### config.mk
export PLATFORM = sky130hd
export DESIGN_NAME = corr_phase_search
export DESIGN_NICKNAME = d
export VERILOG_FILES = /design/src/rtl/corr_phase_search.sv
export SDC_FILE = /design/constraint.sdc
export NUM_CORES = 1
export LEC_CHECK = 0
export ABC_AREA = 0
export ABC_CLOCK_PERIOD_IN_PS = 6300
export CAP_MARGIN = 30
export CORE_UTILIZATION = 47
export CTS_CLUSTER_DIAMETER = 40
export DETAILED_ROUTE_END_ITERATION = 10
export GPL_TIMING_DRIVEN = 0
export PLACE_DENSITY_LB_ADDON = 0.2
export SETUP_SLACK_MARGIN = 0.2
export SYNTH_ARGS = -nofsm -noshare
export SYNTH_HDL_FRONTEND = slang
export SYNTH_SLANG_ARGS = --single-unit
### constraint.sdc
create_clock -name clk -period 6.3 [get_ports clk]
set_clock_uncertainty 0.1 [all_clocks]
set_input_delay 1.26 -clock clk [delete_from_list [all_inputs] [get_ports clk]]
set_output_delay 1.26 -clock clk [all_outputs]
set_load 0.005 [all_outputs]
### src/rtl/corr_phase_search.sv
// Phase-search sequencer for a 1-bit sig/code correlator: generates the local PN code,
// sweeps it over NPHASE chip offsets with one dwell window each, and keeps the best score.
module corr_phase_search #(
  parameter int unsigned       LFSR_W = 10,
  parameter logic [LFSR_W-1:0] TAPS   = 10'h240,
  parameter logic [LFSR_W-1:0] SEED   = 10'h3FF,
  parameter int unsigned       DWELL  = 1023,
  parameter int unsigned       NPHASE = 1023,
  parameter int unsigned       PH_W   = 10,
  parameter logic signed [32:0] THRESH = 33'sh0_0000_0300
) (
  input  logic                    clk,
  input  logic                    rst,
  input  logic                    start,
  input  logic                    abort,
  input  logic [31:0]             result_match,
  input  logic [31:0]             result_miss,
  output logic                    code,
  output logic                    capture,
  output logic                    busy,
  output logic                    done,
  output logic                    found,
  output logic [PH_W-1:0]         best_phase,
  output logic signed [32:0]      best_metric
);

  localparam int unsigned          CNT_W      = 32;
  localparam logic [CNT_W-1:0]     DWELL_LAST = CNT_W'(DWELL - 1);
  localparam logic [PH_W-1:0]      PHASE_LAST = PH_W'(NPHASE - 1);
  localparam logic signed [32:0]   METRIC_MIN = 33'sh1_0000_0000;

  typedef enum logic [2:0] {
    S_IDLE,
    S_FLUSH,
    S_DWELL,
    S_CAPTURE,
    S_EVAL,
    S_DONE
  } state_t;

  state_t              state;
  logic [LFSR_W-1:0]   lfsr;
  logic [CNT_W-1:0]    dwell_cnt;
  logic [PH_W-1:0]     phase;
  logic                eval_pending;

  logic signed [32:0]  metric;
  logic [LFSR_W-1:0]   lfsr_next;
  logic [PH_W-1:0]     score_phase;
  logic                better;
  logic                hit;

  assign code        = lfsr[LFSR_W-1];
  assign metric      = $signed({1'b0, result_match}) - $signed({1'b0, result_miss});
  assign lfsr_next   = {lfsr[LFSR_W-2:0], ^(lfsr & TAPS)};
  // Scoring lags the capture by one cycle; in DWELL the phase counter has already advanced.
  assign score_phase = (state == S_EVAL) ? phase : phase - PH_W'(1);
  assign better      = metric > best_metric;
  assign hit         = metric >= THRESH;

  always_ff @(posedge clk) begin
    if (rst) begin
      state        <= S_IDLE;
      lfsr         <= SEED;
      dwell_cnt    <= '0;
      phase        <= '0;
      eval_pending <= 1'b0;
      capture      <= 1'b0;
      busy         <= 1'b0;
      done         <= 1'b0;
      found        <= 1'b0;
      best_phase   <= '0;
      best_metric  <= METRIC_MIN;
    end else if (state == S_IDLE) begin
      capture <= 1'b0;
      done    <= 1'b0;
      if (start) begin
        state        <= S_FLUSH;
        lfsr         <= SEED;
        phase        <= '0;
        eval_pending <= 1'b0;
        found        <= 1'b0;
        best_metric  <= METRIC_MIN;
        best_phase   <= '0;
        capture      <= 1'b1;
        busy         <= 1'b1;
      end
    end else if (abort) begin
      // Abort wins over any pending score or early exit; partial results are kept.
      state        <= S_IDLE;
      eval_pending <= 1'b0;
      capture      <= 1'b0;
      busy         <= 1'b0;
      done         <= 1'b0;
    end else begin
      case (state)
        S_FLUSH: begin
          state     <= S_DWELL;
          dwell_cnt <= '0;
          capture   <= 1'b0;
        end
        S_DWELL: begin
          lfsr      <= lfsr_next;
          dwell_cnt <= dwell_cnt + CNT_W'(1);
          if (dwell_cnt == DWELL_LAST) begin
            state   <= S_CAPTURE;
            capture <= 1'b1;
          end
          if (eval_pending) begin
            eval_pending <= 1'b0;
            if (better) begin
              best_metric <= metric;
              best_phase  <= score_phase;
            end
            if (hit) begin
              found   <= 1'b1;
              state   <= S_DONE;
              done    <= 1'b1;
              capture <= 1'b0;
            end
          end
        end
        S_CAPTURE: begin
          // LFSR holds here: the one-chip slip that moves each window by one offset.
          capture      <= 1'b0;
          eval_pending <= 1'b1;
          if (phase == PHASE_LAST) begin
            state <= S_EVAL;
          end else begin
            state     <= S_DWELL;
            phase     <= phase + PH_W'(1);
            dwell_cnt <= '0;
          end
        end
        S_EVAL: begin
          eval_pending <= 1'b0;
          if (better) begin
            best_metric <= metric;
            best_phase  <= score_phase;
          end
          if (hit) begin
            found <= 1'b1;
          end
          state <= S_DONE;
          done  <= 1'b1;
        end
        S_DONE: begin
          state <= S_IDLE;
          done  <= 1'b0;
          busy  <= 1'b0;
        end
        default: begin
          state   <= S_IDLE;
          capture <= 1'b0;
          busy    <= 1'b0;
          done    <= 1'b0;
        end
      endcase
    end
  end

endmodule
* Word-level counts from Yosys, hierarchy flattened
Cells that the tools add are included.
** Cells by class
- Reductions and logical operators :: 19
- Muxes and demuxes :: 54
- $lt $le $gt $ge :: 2
- Eq/ne operators :: 16
- Add/sub/neg operators :: 4
- Bitwise operators :: 3
** Operator list (count)
- 2-to-1 mux 33 bit :: 5
- 2-to-1 mux 10 bit :: 14
- case mux 32 bit (3 select lines) :: 1
- case mux 33 bit (2 select lines) :: 1
- greater-or-equal comparator 33 x 11 -> 1 bit (second input constant) :: 1
- greater-than comparator 33 bit :: 1
- subtractor 32 x 32 -> 33 bit :: 1
- adder 32 x 1 -> 32 bit (second input constant) :: 1
- == test 32 x 10 -> 1 bit (second input constant) :: 1
- 2-to-1 mux 32 bit :: 1
- 2-to-1 mux 3 bit :: 7
- case mux 10 bit (2 select lines) :: 1
- 2-to-1 mux 1 bit :: 19
- case mux 3 bit (4 select lines) :: 1
- AND reduction 4 bit :: 3
- adder 10 x 1 -> 10 bit (second input constant) :: 1
- == test 10 bit (second input constant) :: 1
- inequality test 2 bit (second input constant) :: 5
- XOR reduction 10 bit :: 1
- subtractor 10 x 1 -> 10 bit (second input constant) :: 1
- == test 3 x 2 -> 1 bit (second input constant) :: 2
- == test 3 bit (second input constant) :: 2
- inequality test 3 x 1 -> 1 bit (second input constant) :: 2
- case mux 1 bit (2 select lines) :: 3
- other kinds (14) :: 22
** Word-level totals
- Output and inout port bits :: 48
- Logic and storage cells :: 109
- Bits in registers :: 103

* Depth between registers and ports, before layout
- Word-level depth :: 7
- Depth in mapped cells :: 25

* Worst setup path before layout
OpenSTA, ideal clock, no wires.
- Path kind :: in2reg
- From :: input port result_miss[4]
- To :: register best_metric[32]
- Path slack :: 0.074 ns
- Setup time :: 0.142 ns
- Data arrival time :: 5.985 ns
- Cell stages on the path :: 25
- Path buffers :: 3
- Cell sequence :: inv_1 ha_1 buf_6 a21oi_1 and2_1 a21oi_1 nor3_1 o21ai_0 a221oi_1 o21ai_0 xor2_1 ha_1 nand4_1 nor3_1 or3b_2 nor4b_1 a2111o_1 nor3_1 o21ai_0 a31oi_1 a31oi_1 and3b_1 clkbuf_1 clkbuf_1 a22oi_1
** On the way
- Longest elaborated chain between the ends :: 7
** RTL lines
- from (decl) :: RTL line 17 : input logic [31:0] result_miss,
- subtractor 32 x 32 -> 33 bit (*) :: RTL line 54 : assign metric = $signed({1'b0, result_match}) - $signed({1'b0, result_miss});
- greater-than comparator 33 bit :: RTL line 58 : assign better = metric > best_metric;
- 2-to-1 mux 33 bit (*) :: RTL line 111, 137
- 2-to-1 mux 33 bit :: RTL line 109 : if (eval_pending) begin
- case mux 33 bit (2 select lines) (*) :: RTL line 96 : case (state)
- 2-to-1 mux 33 bit (*) :: RTL line 88 : end else if (abort) begin
- 2-to-1 mux 33 bit (*) :: RTL line 74 : end else if (state == S_IDLE) begin
- to (signal assigned) :: RTL line 112 : best_metric <= metric;
- to (signal assigned) :: RTL line 138 : best_metric <= metric;
- to (decl) :: RTL line 24 : output logic signed [32:0] best_metric
Mark *: on every way between the ends. The rest lies on a longest branch, timed or not. The select of a mux whose other input is x is not followed.
A chain may end at the register's enable or synchronous reset.

* Final worst setup path
- From :: input port result_match[19]
- To :: register best_phase[7]
** On the way
- Longest elaborated chain between the ends :: 7
** RTL lines
- from (decl) :: RTL line 16 : input logic [31:0] result_match,
- subtractor 32 x 32 -> 33 bit (*) :: RTL line 54
- greater-than comparator 33 bit (*) :: RTL line 58
- 2-to-1 mux 10 bit (*)
- 2-to-1 mux 10 bit
- case mux 10 bit (2 select lines) (*)
- 2-to-1 mux 10 bit (*) (2 in a row)
- to (signal assigned) :: RTL line 113 : best_phase <= score_phase;
- to (signal assigned) :: RTL line 139 : best_phase <= score_phase;
- to (decl) :: RTL line 23 : output logic [PH_W-1:0] best_phase,
Marks and branches as above.

==> results_tabular.tex <==
\begin{tabular}{lr}
\hline
Metric & Value \\
\hline
\multicolumn{2}{l}{\textbf{Synthesis}} \\
Synthesized netlist net count & 1035 \\
Dominant cell type by area after synthesis & sky130\_fd\_sc\_hd\_\_dfxtp\_1 \\
Post-Synthesis Mean Instance Area & 8.00 µm² \\
Number of synthesized flops with an enable pin & 0 \\
FF+latch count, synth & 103 \\
Part of the Yosys area used for sequential elements & 28.7\% \\
Ys async rst share & 0\% \\
Top FF cell, synth & sky130\_fd\_sc\_hd\_\_dfxtp\_1 \\
Count of mapped cells out of synthesis & 899 \\
Number of distinct library cells after synthesis & 73 \\
Number of warnings reported in the yosys synthesis log & 0 \\
Area of the mapped netlist & 7190 µm² \\
Cells taking the most area after synthesis & sky130\_fd\_sc\_hd\_\_dfxtp\_1, sky130\_fd\_sc\_hd\_\_ha\_1, sky130\_fd\_sc\_hd\_\_inv\_1, sky130\_fd\_sc\_hd\_\_a22o\_1, sky130\_fd\_sc\_hd\_\_xor2\_1 \\
Top-area cell type share of the netlist area & 28.7\% \\
\multicolumn{2}{l}{\textbf{Global routing}} \\
Remaining global-route overflow & 0 \\
Most used routing layer in global routing & met2 \\
Global-route wire length before repair & 30100 µm \\
Total Routing Usage GR & 23.2\% \\
Met3 usage & 2.63\% \\
Number of antenna violations at the first check in global routing & 0 \\
Vias in the first global route & 6481 \\
Pin count of the biggest net entering global routing & 16 \\
Met2 routing resource usage after global routing & 41.0\% \\
Met1 track demand over resource in global routing & 28.9\% \\
\multicolumn{2}{l}{\textbf{Drt}} \\
Sum of routed wire length over all layers & 20300 µm \\
DRT antenna net count & 0 \\
Total via count after detailed routing & 7221 \\
Final routed wire length divided by cell count & 16.0 µm \\
Average vias per placed instance & 5.67 \\
Number of iterations in the first detailed-routing pass & 5 \\
Final routed DRC violation total & 0 \\
Initial drt markers & 437 \\
\multicolumn{2}{l}{\textbf{Critical path}} \\
Type of origin of the critical path & input pin \\
Slowest Stage Delay on Critical Path & 0.46 ns \\
Cell-by-cell listing of the critical path & clkdlybuf4s50\_1, ha\_4, buf\_6, o211ai\_1, o21a\_1, o31a\_1, o21a\_1, o31ai\_2, xor2\_2, ha\_1, nand4\_1, nor3\_1, or3b\_4, nor4b\_4, a2111o\_1, o21a\_1, o21ai\_1, a31oi\_1, a31oi\_2, and3b\_2, buf\_8, clkbuf\_16, a22o\_1 \\
Register-to-register setup slack & 2.40 ns \\
Cell with the biggest individual delay on the critical path & sky130\_fd\_sc\_hd\_\_clkdlybuf4s50\_1 \\
Endpoint kind of the worst setup timing path & flop \\
Endpoint of the most critical register-to-register path & dwell\_cnt[31]\$\_SDFFE\_PP0P\_ \\
Data required time at the worst endpoint & 6.43 ns \\
Data arrival time of the critical path & 6.12 ns \\
CP dominant cell by count & sky130\_fd\_sc\_hd\_\_o21a\_1 \\
Max FO, Critical Path & 5 \\
Launching point of the worst reg2reg path & phase[0]\$\_SDFFE\_PP0P\_ \\
Depth of the worst register-to-register path & 12 \\
Worst setup path class & input pin to flop \\
\multicolumn{2}{l}{\textbf{Finish}} \\
FF/Latch Area & 2060 µm² \\
Final layout net count & 1220 \\
Commonest cells after routing, fill and taps aside & sky130\_fd\_sc\_hd\_\_dfxtp\_1, sky130\_fd\_sc\_hd\_\_nor2\_1, sky130\_fd\_sc\_hd\_\_clkdlybuf4s50\_1 \\
Footprint of the multi-input gates & 5180 µm² \\
Count of fill cells added during filler insertion & 1147 \\
Antenna diode count & 0 \\
Final Util & 69.1\% \\
Most common library cell in the layout ignoring fill and taps & sky130\_fd\_sc\_hd\_\_dfxtp\_1 \\
Share of final-layout standard cells stronger than drive strength 1 & 18.5\% \\
Synthesis-to-layout area growth & 41.7\% \\
Final std cell area, no fill & 10200 µm² \\
\multicolumn{2}{l}{\textbf{Timing}} \\
Post-route clock period utilization & 95.0\% \\
Final-report setup violation count & 0 \\
Maximum achievable frequency & 167 MHz \\
Actual slew at the worst max-slew pin & 0.807 ns \\
Relative max-transition margin & 44.8\% \\
Sum Neg Setup Slack & 0 ns \\
Fin. Hold Viols & 0 \\
Number of slew-limit violations in the final report & 0 \\
Unrepaired setup endpoints after global routing & yes \\
Post-layout minimum cycle time & 5.99 ns \\
Worst Setup Slack, final & 0.314 ns \\
\multicolumn{2}{l}{\textbf{Power and ir drop}} \\
Total net switching power & 0.597 mW \\
Leak & 4.20 nW \\
Share of power burned in combinational logic & 35.3\% \\
Share of power burned in the clock network & 29.9\% \\
Total design power & 1.94 mW \\
Maximum vdd ir drop & 0.173 mV \\
Part of the power in registers & 34.8\% \\
Internal power & 1.35 mW \\
Sw frac & 30.7\% \\
Power per cell area & 191 nW/µm² \\
\multicolumn{2}{l}{\textbf{Clock tree}} \\
CTS Buffer Depth & 2 \\
CTS sink count & 103 \\
Master cell of the clock root buffer & sky130\_fd\_sc\_hd\_\_clkbuf\_16 \\
Clock buffer count from CTS & 9 \\
Clock tree from TritonCTS & yes \\
Clock insertion delay at the later pin of the skew report & 0.34 ns \\
H-tree Lvls & 3 \\
Quantity of hold-fixing buffers added after cts & 0 \\
Clk pin slew, worst setup/hold paths & 0.07 ns \\
\multicolumn{2}{l}{\textbf{Worst hold path}} \\
Worst hold path endpoint & found\$\_SDFFE\_PP0P\_ \\
Worst min-delay path class & flop to flop \\
Start point of the worst hold path & found\$\_SDFFE\_PP0P\_ \\
Number of cells on the worst hold path & 2 \\
\multicolumn{2}{l}{\textbf{Die}} \\
Die outline area & 15800 µm² \\
Die Span X & 126 µm \\
Placement Rows & 44 \\
Initial standard-cell utilization of the core & 48.7\% \\
Std-Cell Core Area & 14800 µm² \\
Num ports & 116 \\
Chip Height & 126 µm \\
\multicolumn{2}{l}{\textbf{Placement}} \\
RePlAce Congestion & 0.866 \\
Count of input and output buffers & 114 \\
DP Wirelength & 13500 µm \\
Placement-stage cell area & 8570 µm² \\
Worst slack at placement & -1.39 ns \\
\multicolumn{2}{l}{\textbf{Flow run}} \\
Max-Cap Viols & 0 \\
\multicolumn{2}{l}{\textbf{Outcome}} \\
Status & complete, no violations \\
\hline
\end{tabular}
-- cell families (layout without fill, tap and decap cells) --
group,Yosys count,count (layout),synth area share (%)
adder cells (fa/ha/maj),69,69,12.1
flip-flops,103,103,28.7
AND/OR/NAND/NOR,295,295,20.9
XOR/XNOR,66,66,8.23
multiplexers,5,5,0.713
AO/OA/AOI/OAI,235,235,22.6
buffers and inverters,126,316,6.77
-- worst max-delay path: cells and delay by family --
family | cells | cell delay, ns
compound gates | 11 | 1.96
xor+xnor | 1 | 0.15
fa+ha+maj | 2 | 0.61
buf+inv | 4 | 0.86
simple gates | 5 | 1.27
-- Yosys cell counts, drive strengths merged (10+ instances only) --
master,count
dfxtp,103
inv,87
nor2,79
ha,67
a21oi,60
nand2,60
o21ai,39
a22o,37
xor2,37
clkbuf,28
xnor2,28
nand4,25
nor3,25
nand3,20
nand2b,15
or3,13
buf,11
o22ai,11
a21o,10
and3,10
nor2b,10
o21a,10
-- through the flow --
stage | hold WS (ns) | cells
after floorplan | 0.342 | 899
after CTS | 0.350 | 1241
after global routing | 0.381 | 1273
after global placement | 0.337 | 1197
final | 0.350 | 1273
after detailed placement | 0.341 | 1197
-- how the worst max path moves through the flow --
stage	from	endpoint	slack (ns)	depth (start not counted)
floorplan	result_miss[4]	best_metric[10]$_SDFFE_PP0P_	0.19	25
global route	result_miss[4]	best_phase[7]$_SDFFE_PP0P_	0.14	25
detailed placement	result_miss[1]	best_metric[13]$_SDFFE_PP0P_	-1.39	25
global placement	result_miss[8]	best_metric[9]$_SDFFE_PP0P_	-1.22	26
finish	result_match[19]	best_phase[7]$_SDFFE_PP0P_	0.31	23
CTS	result_miss[15]	best_metric[28]$_SDFFE_PP0P_	0.20	25
-- power groups by stage --
stage	Combinational [mW]	Sequential, mW	Clock, mW
5_1_grt	0.749	0.677	0.614
2_1_floorplan	0.344	0.689	0
3_5_place_dp	0.504	0.690	0
4_1_cts	0.584	0.675	0.592
3_3_place_gp	0.499	0.690	0
6_report	0.686	0.676	0.580
-- state kept, by name (all words and copies together), names as in the netlist --
name	flops
best_metric	33
dwell_cnt	32
best_phase	10
lfsr	10
phase	10
state	3
busy	1
capture	1
done	1
eval_pending	1
found	1
-- routing by layer --
metal / vias up / wire [µm] / share of wire (%)
met1: 3423 / 8900 / 44
li1: 3597 / - / -
met2: 173 / 10200 / 50
met3: 28 / 841 / 4.1
met4: 0 / 397 / 2.0
met5: - / 0 / 0
-- area by class of cell --
class,count,share of cell area [%]
Multi-Input combinational cell,670,50.9
Sequential cell,103,20.2
Timing Repair Buffer,174,17.0
Buffer,39,3.38
Inverter,87,3.23
Clock buffer,14,2.69
Tap cell,184,2.26
Clock inverter,2,0.368
-- what timing repair did --
action / CTS / global route
endpoints found under the setup margin: 43 / 43
cloned: 5 / 1
pin swaps: 54 / 47
setup buffers: 23 / 31
resized for setup: 76 / 161
Note: power is estimated with default switching activity, not from simulation.
